<file path="src/rtl/cache_perf_pkg.sv">
// Shared constants and the serving-level encoder for the cache performance monitor.
package cache_perf_pkg;

    localparam int          MAX_LEVELS  = 4;
    localparam int          LVL_IDX_W   = 3;
    localparam int          LAT_W       = 20;
    localparam int          AMAT_FRAC   = 8;
    localparam logic [15:0] DEF_L1_LAT  = 16'd1;
    localparam logic [15:0] DEF_L2_LAT  = 16'd10;
    localparam int          DEF_MEM_LAT = 100;

    // Lowest level whose hit flag is set; num_levels encodes "served by memory".
    function automatic logic [LVL_IDX_W-1:0] serve_level(input logic [MAX_LEVELS-1:0] hit,
                                                         input int num_levels);
        logic [LVL_IDX_W-1:0] s;
        s = LVL_IDX_W'(num_levels);
        for (int i = MAX_LEVELS - 1; i >= 0; i--) begin
            if (i < num_levels && hit[i]) begin
                s = LVL_IDX_W'(i);
            end
        end
        return s;
    endfunction

endpackage

</file>
<file path="src/rtl/perf_sat_counter.sv">
// Saturating up-counter with variable increment and synchronous clear.
// Exposes the post-increment value so a snapshot can capture it on the clearing edge.
module perf_sat_counter #(
    parameter int W     = 32,
    parameter int INC_W = 1
) (
    input  logic             clk,
    input  logic             rst_n,
    input  logic             clr_i,
    input  logic [INC_W-1:0] inc_i,
    output logic [W-1:0]     cnt_nxt_o,
    output logic             ovf_o
);

    logic [W-1:0] cnt_q;
    logic [W-1:0] cnt_d;
    logic [W:0]   sum;

    assign sum       = {1'b0, cnt_q} + (W+1)'(inc_i);
    assign ovf_o     = sum[W];
    assign cnt_nxt_o = sum[W] ? '1 : sum[W-1:0];
    assign cnt_d     = clr_i ? '0 : cnt_nxt_o;

    always_ff @(posedge clk or negedge rst_n) begin
        if (!rst_n) begin
            cnt_q <= '0;
        end else begin
            cnt_q <= cnt_d;
        end
    end

endmodule

</file>
<file path="src/rtl/cache_perf_monitor.sv">
// Windowed per-level hit/miss, latency and AMAT monitor for an N-level cache hierarchy.
// Two-stage pipeline (register access, then count); accepts one access per cycle, no backpressure.
module cache_perf_monitor
    import cache_perf_pkg::*;
#(
    parameter int                        NUM_LEVELS = 2,
    parameter int                        CNT_W      = 32,
    parameter int                        CYC_W      = 40,
    parameter int                        WINDOW     = 256,
    parameter logic [16*NUM_LEVELS-1:0]  LEVEL_LAT  = {DEF_L2_LAT, DEF_L1_LAT},
    parameter int                        MEM_LAT    = DEF_MEM_LAT
) (
    input  logic                                                  clk,
    input  logic                                                  rst_n,
    input  logic                                                  acc_valid,
    input  logic [NUM_LEVELS-1:0]                                 acc_hit,
    input  logic                                                  clear,
    input  logic [((NUM_LEVELS > 1) ? $clog2(NUM_LEVELS) : 1)-1:0] rd_sel,
    output logic [CNT_W-1:0]                                      rd_hits,
    output logic [CNT_W-1:0]                                      rd_misses,
    output logic [CYC_W-1:0]                                      cyc_total,
    output logic [CYC_W-1:0]                                      amat_fx,
    output logic                                                  win_valid,
    output logic                                                  sat
);

    localparam int RD_W  = (NUM_LEVELS > 1) ? $clog2(NUM_LEVELS) : 1;
    localparam int WIN_W = $clog2(WINDOW);

    logic                  s1_vld_q;
    logic [NUM_LEVELS-1:0] s1_hit_q;
    logic [LVL_IDX_W-1:0]  serve;
    logic [LAT_W-1:0]      lat;
    logic [LAT_W-1:0]      cyc_inc;

    logic [WIN_W-1:0]      win_cnt_q, win_cnt_d;
    logic                  live_sat_q, live_sat_d;
    logic                  win_valid_q, win_valid_d;
    logic                  win_done;
    logic                  live_clr;
    logic                  snap_en;

    logic [NUM_LEVELS-1:0] hit_inc, miss_inc, hit_ovf, miss_ovf;
    logic [CNT_W-1:0]      hit_nxt  [NUM_LEVELS];
    logic [CNT_W-1:0]      miss_nxt [NUM_LEVELS];
    logic [CYC_W-1:0]      cyc_nxt;
    logic                  cyc_ovf;
    logic                  any_ovf;

    logic [CNT_W-1:0]      snap_hits_q [NUM_LEVELS];
    logic [CNT_W-1:0]      snap_miss_q [NUM_LEVELS];
    logic [CYC_W-1:0]      snap_cyc_q;
    logic                  snap_sat_q;

    // Stage 1: a clear also kills whatever access arrives alongside it.
    always_ff @(posedge clk or negedge rst_n) begin
        if (!rst_n) begin
            s1_vld_q <= 1'b0;
            s1_hit_q <= '0;
        end else begin
            s1_vld_q <= acc_valid & ~clear;
            s1_hit_q <= acc_hit;
        end
    end

    assign serve = serve_level(MAX_LEVELS'(s1_hit_q), NUM_LEVELS);

    always_comb begin
        lat = '0;
        for (int i = 0; i < NUM_LEVELS; i++) begin
            if (LVL_IDX_W'(i) <= serve) begin
                lat = lat + LAT_W'(LEVEL_LAT[16*i +: 16]);
            end
        end
        if (serve == LVL_IDX_W'(NUM_LEVELS)) begin
            lat = lat + LAT_W'(MEM_LAT);
        end
    end

    assign cyc_inc  = s1_vld_q ? lat : '0;
    assign win_done = s1_vld_q & (win_cnt_q == WIN_W'(WINDOW - 1));
    assign live_clr = clear | win_done;
    assign snap_en  = win_done & ~clear;

    // Stage 2: per-level counters; the window-closing access lands in the snapshot, not the live set.
    for (genvar g = 0; g < NUM_LEVELS; g++) begin : g_lvl
        assign hit_inc[g]  = s1_vld_q & (serve == LVL_IDX_W'(g));
        assign miss_inc[g] = s1_vld_q & (LVL_IDX_W'(g) < serve);

        perf_sat_counter #(.W(CNT_W), .INC_W(1)) u_hits (
            .clk       (clk),
            .rst_n     (rst_n),
            .clr_i     (live_clr),
            .inc_i     (hit_inc[g]),
            .cnt_nxt_o (hit_nxt[g]),
            .ovf_o     (hit_ovf[g])
        );

        perf_sat_counter #(.W(CNT_W), .INC_W(1)) u_miss (
            .clk       (clk),
            .rst_n     (rst_n),
            .clr_i     (live_clr),
            .inc_i     (miss_inc[g]),
            .cnt_nxt_o (miss_nxt[g]),
            .ovf_o     (miss_ovf[g])
        );
    end

    perf_sat_counter #(.W(CYC_W), .INC_W(LAT_W)) u_cyc (
        .clk       (clk),
        .rst_n     (rst_n),
        .clr_i     (live_clr),
        .inc_i     (cyc_inc),
        .cnt_nxt_o (cyc_nxt),
        .ovf_o     (cyc_ovf)
    );

    assign any_ovf = (|hit_ovf) | (|miss_ovf) | cyc_ovf;

    always_comb begin
        win_valid_d = snap_en;
        win_cnt_d   = win_cnt_q;
        live_sat_d  = live_sat_q;
        if (clear) begin
            win_cnt_d  = '0;
            live_sat_d = 1'b0;
        end else begin
            if (s1_vld_q) begin
                win_cnt_d = win_cnt_q + WIN_W'(1);
            end
            live_sat_d = win_done ? 1'b0 : (live_sat_q | any_ovf);
        end
    end

    always_ff @(posedge clk or negedge rst_n) begin
        if (!rst_n) begin
            win_cnt_q   <= '0;
            live_sat_q  <= 1'b0;
            win_valid_q <= 1'b0;
            snap_cyc_q  <= '0;
            snap_sat_q  <= 1'b0;
            for (int i = 0; i < NUM_LEVELS; i++) begin
                snap_hits_q[i] <= '0;
                snap_miss_q[i] <= '0;
            end
        end else begin
            win_cnt_q   <= win_cnt_d;
            live_sat_q  <= live_sat_d;
            win_valid_q <= win_valid_d;
            if (snap_en) begin
                snap_cyc_q <= cyc_nxt;
                snap_sat_q <= live_sat_q | any_ovf;
                for (int i = 0; i < NUM_LEVELS; i++) begin
                    snap_hits_q[i] <= hit_nxt[i];
                    snap_miss_q[i] <= miss_nxt[i];
                end
            end
        end
    end

    always_comb begin
        rd_hits   = '0;
        rd_misses = '0;
        for (int i = 0; i < NUM_LEVELS; i++) begin
            if (rd_sel == RD_W'(i)) begin
                rd_hits   = snap_hits_q[i];
                rd_misses = snap_miss_q[i];
            end
        end
    end

    // Q.8 scaling by 1/WINDOW reduces to a shift since WINDOW is a power of two.
    if (WIN_W <= AMAT_FRAC) begin : g_amat_left
        localparam int SH = AMAT_FRAC - WIN_W;
        if (SH == 0) begin : g_none
            assign amat_fx = snap_cyc_q;
        end else begin : g_shl
            assign amat_fx = (|snap_cyc_q[CYC_W-1 -: SH]) ? '1 : (snap_cyc_q << SH);
        end
    end else begin : g_amat_right
        assign amat_fx = snap_cyc_q >> (WIN_W - AMAT_FRAC);
    end

    assign cyc_total = snap_cyc_q;
    assign win_valid = win_valid_q;
    assign sat       = snap_sat_q;

endmodule
</file>
<file path="config.mk">
export PLATFORM = sky130hd
export DESIGN_NAME = cache_perf_monitor
export DESIGN_NICKNAME = d
export VERILOG_FILES = /design/src/rtl/cache_perf_pkg.sv /design/src/rtl/perf_sat_counter.sv /design/src/rtl/cache_perf_monitor.sv
export SDC_FILE = /design/constraint.sdc
export NUM_CORES = 1
export LEC_CHECK = 0
export ABC_CLOCK_PERIOD_IN_PS = 4250
export CORE_MARGIN = 3
export CORE_UTILIZATION = 40
export DETAILED_ROUTE_END_ITERATION = 8
export PLACE_DENSITY = 0.57
export SYNTH_ARGS = -nofsm -noshare
export SYNTH_HDL_FRONTEND = slang
export SYNTH_SLANG_ARGS = --single-unit
</file>
<file path="constraint.sdc">
create_clock -name clk -period 4.25 [get_ports clk]
set_clock_uncertainty 0.15 [all_clocks]
set_input_delay 0.85 -clock clk [delete_from_list [all_inputs] [get_ports clk]]
set_output_delay 0.85 -clock clk [all_outputs]
set_load 0.03 [all_outputs]
</file>
==> out/metrics.csv, run 1 <==
stage,metric,value,unit
status,status,completed,
global_route,grt.busiest_layer,met2,
power,design_power_total,7.01,mW
clock_tree,clockBufferDepth,3,
synthesis,syn-num-nets,1769,
global_route,grt_pass1_vias,12500,
setup_path,r2r_start,s1_vld_q,
setup_path,end_kind,register,
routing,drc,0,
clock_tree,clk_pin_slew,0.06,ns
routing,post_drt_via_cell_ratio,5.33,
die,row_count,74,
sta,setup_tns,0,ns
sta,rsz0062_at_grt,no,
setup_path,cp_max_fo,10,
clock_tree,cts-buffers-inserted,40,
layout,drive_gt1_share,10.7,%
synthesis,synth_edf_count,0,
die,die_x,211,um
setup_path,cp-start-kind,register,
setup_path,startpoint,s1_vld_q,
clock_tree,post_cts_buffers,0,
clock_tree,worstSkewPairLatency,0.55,ns
run,maxCapViolCount,0,
layout,multiInputGateArea,7380,um2
sta,period_share,81.6,%
synthesis,synthTopCellsByArea,"dfrtp_1 52%, nor2_1 6.4%, mux2_2 4.9%",
layout,regArea,8760,um2
layout,syn_to_final_growth,18.5,%
synthesis,synthMostInstantiatedCell,dfrtp_1,
min_path,holdCritPathClass,in2async,
setup_path,cp.required,4.52,ns
global_route,antenna_found_initial,2,
sta,worst_slack,0.784,ns
synthesis,async_flop_share,100,%
synthesis,netlist_area,16900,um2
die,die_y,211,um
placed_design,port_buffers,152,
layout,filler_cell_count,3891,
layout,stdcell_count,2395,
placed_design,place_hpwl,30700,um
clock_tree,clock-root-buffer,clkbuf_16,
synthesis,ys_seq_area_share,51.9,%
die,core,41300,um2
synthesis,synthTopCellsByCount,"350 x dfrtp_1, 288 x nor2_1, 188 x nand2_1, 110 x o21ai_0, 82 x clkbuf_1",
placed_design,dp.cells,2325,
setup_path,critPathArrivalTime,3.74,ns
clock_tree,cts_hold_buf,0,
global_route,grt_pass1_wl,70200,um
routing,first_pass_iters,5,
routing,ant_nets,0,
global_route,use_met1,28.7,%
synthesis,synthFlopType,dfrtp_1,
synthesis,synthCells,1750,
sta,hold_slack,0.112,ns
synthesis,synth_area_per_cell,9.64,um2
clock_tree,htree_levels,2,
power,cellPowerDensity,351,nW/um2
synthesis,yosysWarnings,0,
placed_design,gp_routability_congestion,0.845,
placed_design,dp_slack,0.739,ns
sta,relSlewSlack,33.7,%
setup_path,crit_type,reg2reg,
layout,n_antenna_cell,0,
global_route,use_met3,2.96,%
sta,period_needed,3.47,ns
layout,finalNetCount,1854,
global_route,globalRouteMet2Util,31.0,%
sta,tightest_slew,0.992,ns
sta,fmax,288,MHz
global_route,grt_max_degree,122,
routing,routedWlPerCell,18.3,um
die,dieArea,44700,um2
synthesis,yosys.area.top_type,dfrtp_1,
sta,drv_slew,0,
synthesis,ys_types,60,
clock_tree,cts-resized-gates,0,
synthesis,netlist.area_leader.share,51.9,%
routing,totalWireLength,43800,um
clock_tree,clock-sinks,350,
die,ioPinCount,153,
routing,drt_iter0_markers,742,
power,p_leak,8.69,nW
sta,hold_viol,0,
clock_tree,cts_tree,done,
sta,finalSetupViolCount,0,
global_route,grt_use_total,19.8,%
power,ir_drop,283,uV
synthesis,synth_seq_cells,350,
die,initial_core_util,40.9,%
global_route,overflow,0,
routing,num_vias,12800,
-- layout by cell type (no fill, tap or decap), types with 19 or more instances in the layout --
master,n
nor2_1,288
nand2_1,188
clkbuf_16,41
a31oi_1,19
inv_1,22
mux2i_1,21
nand3_1,61
xor2_1,63
nor3_1,29
a21oi_1,78
mux2_2,74
o21ai_0,110
and3_1,34
dfrtp_1,350
and4_1,22
xnor2_1,58
clkdlybuf4s50_1,150
a21oi_2,20
nand4_1,48
-- layout make-up --
type,count,area share [%]
well taps,532,3.33
clock buffers,55,5.85
inverters,24,0.457
clock inverters,15,0.820
multi-input cells,1246,36.9
flip-flops and latches,350,43.8
repair buffers,173,8.84
-- through the flow --
step | area, um2 | util [%]
after CTS | 20000 | 48.4
after floorplan | 16900 | -
after global routing | 20000 | 48.4
after detailed placement | 18700 | 45.2
final | 20000 | 48.4
after global placement | 18700 | 45.2
-- kinds of logic after synthesis --
group	count (synthesis)	share of synthesized area [%]
fa+ha+maj	14	1.06
flops	350	51.9
mux	96	6.27
buf+inv	154	4.49
xor+xnor	121	6.28
simple gates	744	20.5
compound gates	271	9.51
-- registers in the layout, summed over array words and instances, names as in the netlist --
register and cells:
sat 1, snap_hits_q 64, g_lvl.u_hits.cnt_q 64, amat_fx 40, live_sat_q 1, s1_hit_q 2
s1_vld_q 1, win_cnt_q 8, snap_miss_q 64, u_cyc.cnt_q 40, win_valid 1, g_lvl.u_miss.cnt_q 64
-- where the power goes --
part	total, mW	switching, mW	internal (mW)
clock	3.48	1.38	2.10
combinational	0.179	0.135	0.0440
sequential	3.35	0.00967	3.34
-- worst max-delay path: stages, from the launching register on --
cell and delay, ns:
dfrtp_1 0.50, or3b_1 0.50, clkinv_2 0.12, ha_1 0.23
ha_1 0.25, nand4_1 0.22, nor4_1 0.64, and2_1 0.30
nand3_1 0.12, mux2i_1 0.20, o21ai_0 0.11
-- final timing paths --
| check | slack [ns] | cells after the start | endpoint |
|---|---|---|---|
| setup / recovery | 0.78 | 10 | snap_miss_q[26] |
| hold / removal | 0.11 | 1 | win_valid |
| setup reg to reg | 0.78 | 10 | snap_miss_q[26] |
| hold reg to reg | 0.33 | 2 | snap_hits_q[57] |
| max in group asynchronous | 2.78 | 2 | g_lvl[0].u_miss.cnt_q[2] |
| min in group clk | 0.33 | 2 | snap_hits_q[57] |
-- metal layers --
layer / share of wire (%) / vias to the layer above
met5: 0.039 / -
met4: 2.1 / 2
met3: 4.7 / 63
met2: 46 / 296
met1: 48 / 6232
li1: - / 6162
No activity file was read; power rests on OpenSTA's default activity.
==> inputs of run 2 (changes only) <==
Settings changed: ABC_CLOCK_PERIOD_IN_PS 4250 to 3000, PLACE_DENSITY 0.57 to 0.59.
Clock period 4.25 ns to 3 ns, I/O delays scaled along.
==> run 2 against run 1 <==
Count of clock-buffer cells in the layout rose by 4. Hold slack improved by 0.21 ns. Clock power rose by 45%. Via count rose by 2.3%. Register-to-register slack got worse by 0.59 ns. Largest cell class unchanged. Highest routed layer is now met4.
==> out/metrics.csv, run 2 (synthesis gave the netlist of run 1 again) <==
stage,metric,value,unit,change
status,status,completed,,
global_route,grt_max_degree,136,,+11%
placed_design,gp_routability_congestion,0.871,,+3.1%
sta,relSlewSlack,36.2,%,+2.5 points
die,ioPinCount,153,,unchanged
clock_tree,cts-buffers-inserted,41,,+2.5%
sta,hold_viol,0,,unchanged
placed_design,port_buffers,152,,unchanged
setup_path,cp_num_buf_inv,3,,+2
die,initial_core_util,40.9,%,unchanged
routing,drc,0,,unchanged
clock_tree,clk_pin_slew,0.06,ns,about the same
clock_tree,htree_levels,2,,unchanged
clock_tree,cts_tree,done,,
global_route,grt_use_total,19.9,%,+0.14 points
power,switchingPower,2.20,mW,+45%
die,core,41300,um2,unchanged
power,ir_drop,320,uV,+13%
power,cellPowerDensity,491,nW/um2,+40%
routing,post_drt_via_cell_ratio,5.31,,-0.23%
setup_path,reg2reg_slack,0.19,ns,-0.59 ns
run,maxCapViolCount,0,,unchanged
setup_path,critical-path-top-delay-family,compound AO/OA/AOI/OAI gates,,
layout,drive_gt1_share,14.0,%,+3.3 points
routing,drt_iter0_markers,695,,-6.3%
clock_tree,clock-root-buffer,clkbuf_16,,
die,die_x,211,um,unchanged
sta,period_share,93.5,%,+12 points
global_route,overflow,0,,unchanged
sta,finalSetupViolCount,0,,unchanged
layout,finalNetCount,1910,,+3.0%
layout,post-route-util,49.8,%,+1.4 points
power,p_leak,9.05,nW,+4.1%
min_path,holdCritPathClass,reg2reg,,
sta,period_needed,2.81,ns,-0.661 ns
power,pwr-share-seq,47.0,%,-0.8 points
routing,totalWireLength,44300,um,+1.1%
setup_path,cp.required,3.32,ns,-1.20 ns
layout,mostFrequentLayoutCell,dfrtp_1,,
power,swShare,21.8,%,+0.12 points
sta,fmax,356,MHz,+24%
die,row_count,74,,unchanged
placed_design,place_hpwl,31000,um,+1.2%
global_route,grt_pass1_vias,12700,,+1.8%
setup_path,cp_max_fo,23,,+13
power,pwr-share-comb,2.9,%,+0.4 points
sta,tightest_slew,0.955,ns,-0.0371 ns
setup_path,crit_type,reg2reg,,
clock_tree,clockBufferDepth,3,,unchanged
routing,ant_nets,0,,unchanged
routing,first_pass_iters,4,,-1
routing,routedWlPerCell,18.0,um,-1.4%
layout,syn_to_final_growth,21.9,%,
sta,setup_tns,0,ns,unchanged
clock_tree,clock-sinks,350,,unchanged
power,clockPowerShare,50.1,%,+0.4 points
setup_path,crit_slowest_cell,dfrtp_1,,
setup_path,cp_slowest_stage_delay,0.43,ns,-0.21 ns
global_route,antenna_found_initial,2,,unchanged
sta,rsz0062_at_grt,no,,
die,dieArea,44700,um2,unchanged
layout,layout_common_cells,"350 x dfrtp_1, 288 x nor2_1, 188 x nand2_1",,
die,die_y,211,um,unchanged
setup_path,cp-start-kind,register,,
setup_path,critPathArrivalTime,3.13,ns,-0.61 ns
sta,drv_slew,0,,unchanged
layout,n_antenna_cell,0,,unchanged
setup_path,end_kind,register,,
routing,num_vias,13000,,+2.3%
clock_tree,worstSkewPairLatency,0.56,ns,about the same
global_route,grt_pass1_wl,70900,um,+1.0%
sta,hold_slack,0.323,ns,+0.210 ns
setup_path,worstPathCellList,ha_1 -> inv_1 -> fa_1 -> o31a_1 -> o31ai_1 -> buf_4 -> nand4_1 -> buf_4 -> a21oi_1,,
setup_path,crit_path_frequent_cell,buf_4,,
power,internal_power,7.89,mW,+44%
## run 2: cell count changes in the layout (fill, tap and decap cells not counted), moves of 2 or more
cell and delta:
buf_4 +52, nor4_2 +2, clkbuf_1 +5, nor4_1 -3, buf_12 +9, clkdlybuf4s50_1 -8, clkinv_2 +2
## run 2: worst min-delay path, stage by stage, from the launching register on
cell     delay (ns)
dfrtp_1        0.34
nand2_1        0.05
o31ai_1        0.05
## run 2: layout make-up
type	count	area (um2)
fill	3893	20700
tap	532	666
inverter	24	91.3
clock buffer	59	1170
multi-input combinational	1246	7420
clock inverter	16	188
timing repair buffer	228	2280
sequential	350	8760
## run 2: final timing paths
| path | from | end | cells after the start |
|---|---|---|---|
| hold / removal | snap_hits_q[61] | snap_hits_q[61] | 2 |
| setup reg to reg | s1_vld_q | u_cyc.cnt_q[14] | 9 |
| setup / recovery | s1_vld_q | u_cyc.cnt_q[14] | 9 |
| hold reg to reg | snap_hits_q[61] | snap_hits_q[61] | 2 |
| min in group asynchronous | rst_n | amat_fx[6] | 2 |
| max in group asynchronous | rst_n | snap_miss_q[37] | 3 |
## run 2: repair_timing
| action | in CTS | in global routing |
|---|---|---|
| hold endpoints to repair | 75 | 0 |
| buffers inserted | 0 | 2 |
| gates resized for setup | 0 | 9 |
| setup endpoints to repair | 0 | 32 |
| hold buffers | 1 | 0 |
## run 2: per-stage QoR
| step | power [mW] | instances | instance area, um2 | setup WS, ns |
|---|---|---|---|---|
| 2_1_floorplan | 4.94 | 1750 | 16900 | 0.0894 |
| 3_3_place_gp | 5.13 | 2377 | 19100 | 0.206 |
| 3_5_place_dp | 5.13 | 2377 | 19100 | 0.154 |
| 4_1_cts | 10.2 | 2453 | 20500 | 0.116 |
| 5_1_grt | 10.4 | 2455 | 20600 | 0.00512 |
| 6_report | 10.1 | 2455 | 20600 | 0.194 |
## run 2: layer usage
layer	vias up	share of wire, %	track usage (%)
met5	-	0	0
li1	6268	-	-
met1	6398	49	29.8
met3	56	4.9	2.59
met4	0	2.1	5.75
met2	323	44	30.4
## run 2: power by group through the flow
stage | registers, mW | logic, mW | clock network [mW]
after global placement | 4.83 | 0.296 | 0
after CTS | 4.75 | 0.300 | 5.18
after global routing | 4.75 | 0.327 | 5.37
final | 4.75 | 0.290 | 5.06
after detailed placement | 4.83 | 0.298 | 0
after floorplan | 4.83 | 0.109 | 0
==> inputs of run 3 (changes only) <==
Settings changed: CTS_CLUSTER_DIAMETER set to 80.
==> results of run 3 <==
Same layout as run 2: the final DEF is identical, and so are final timing and power.
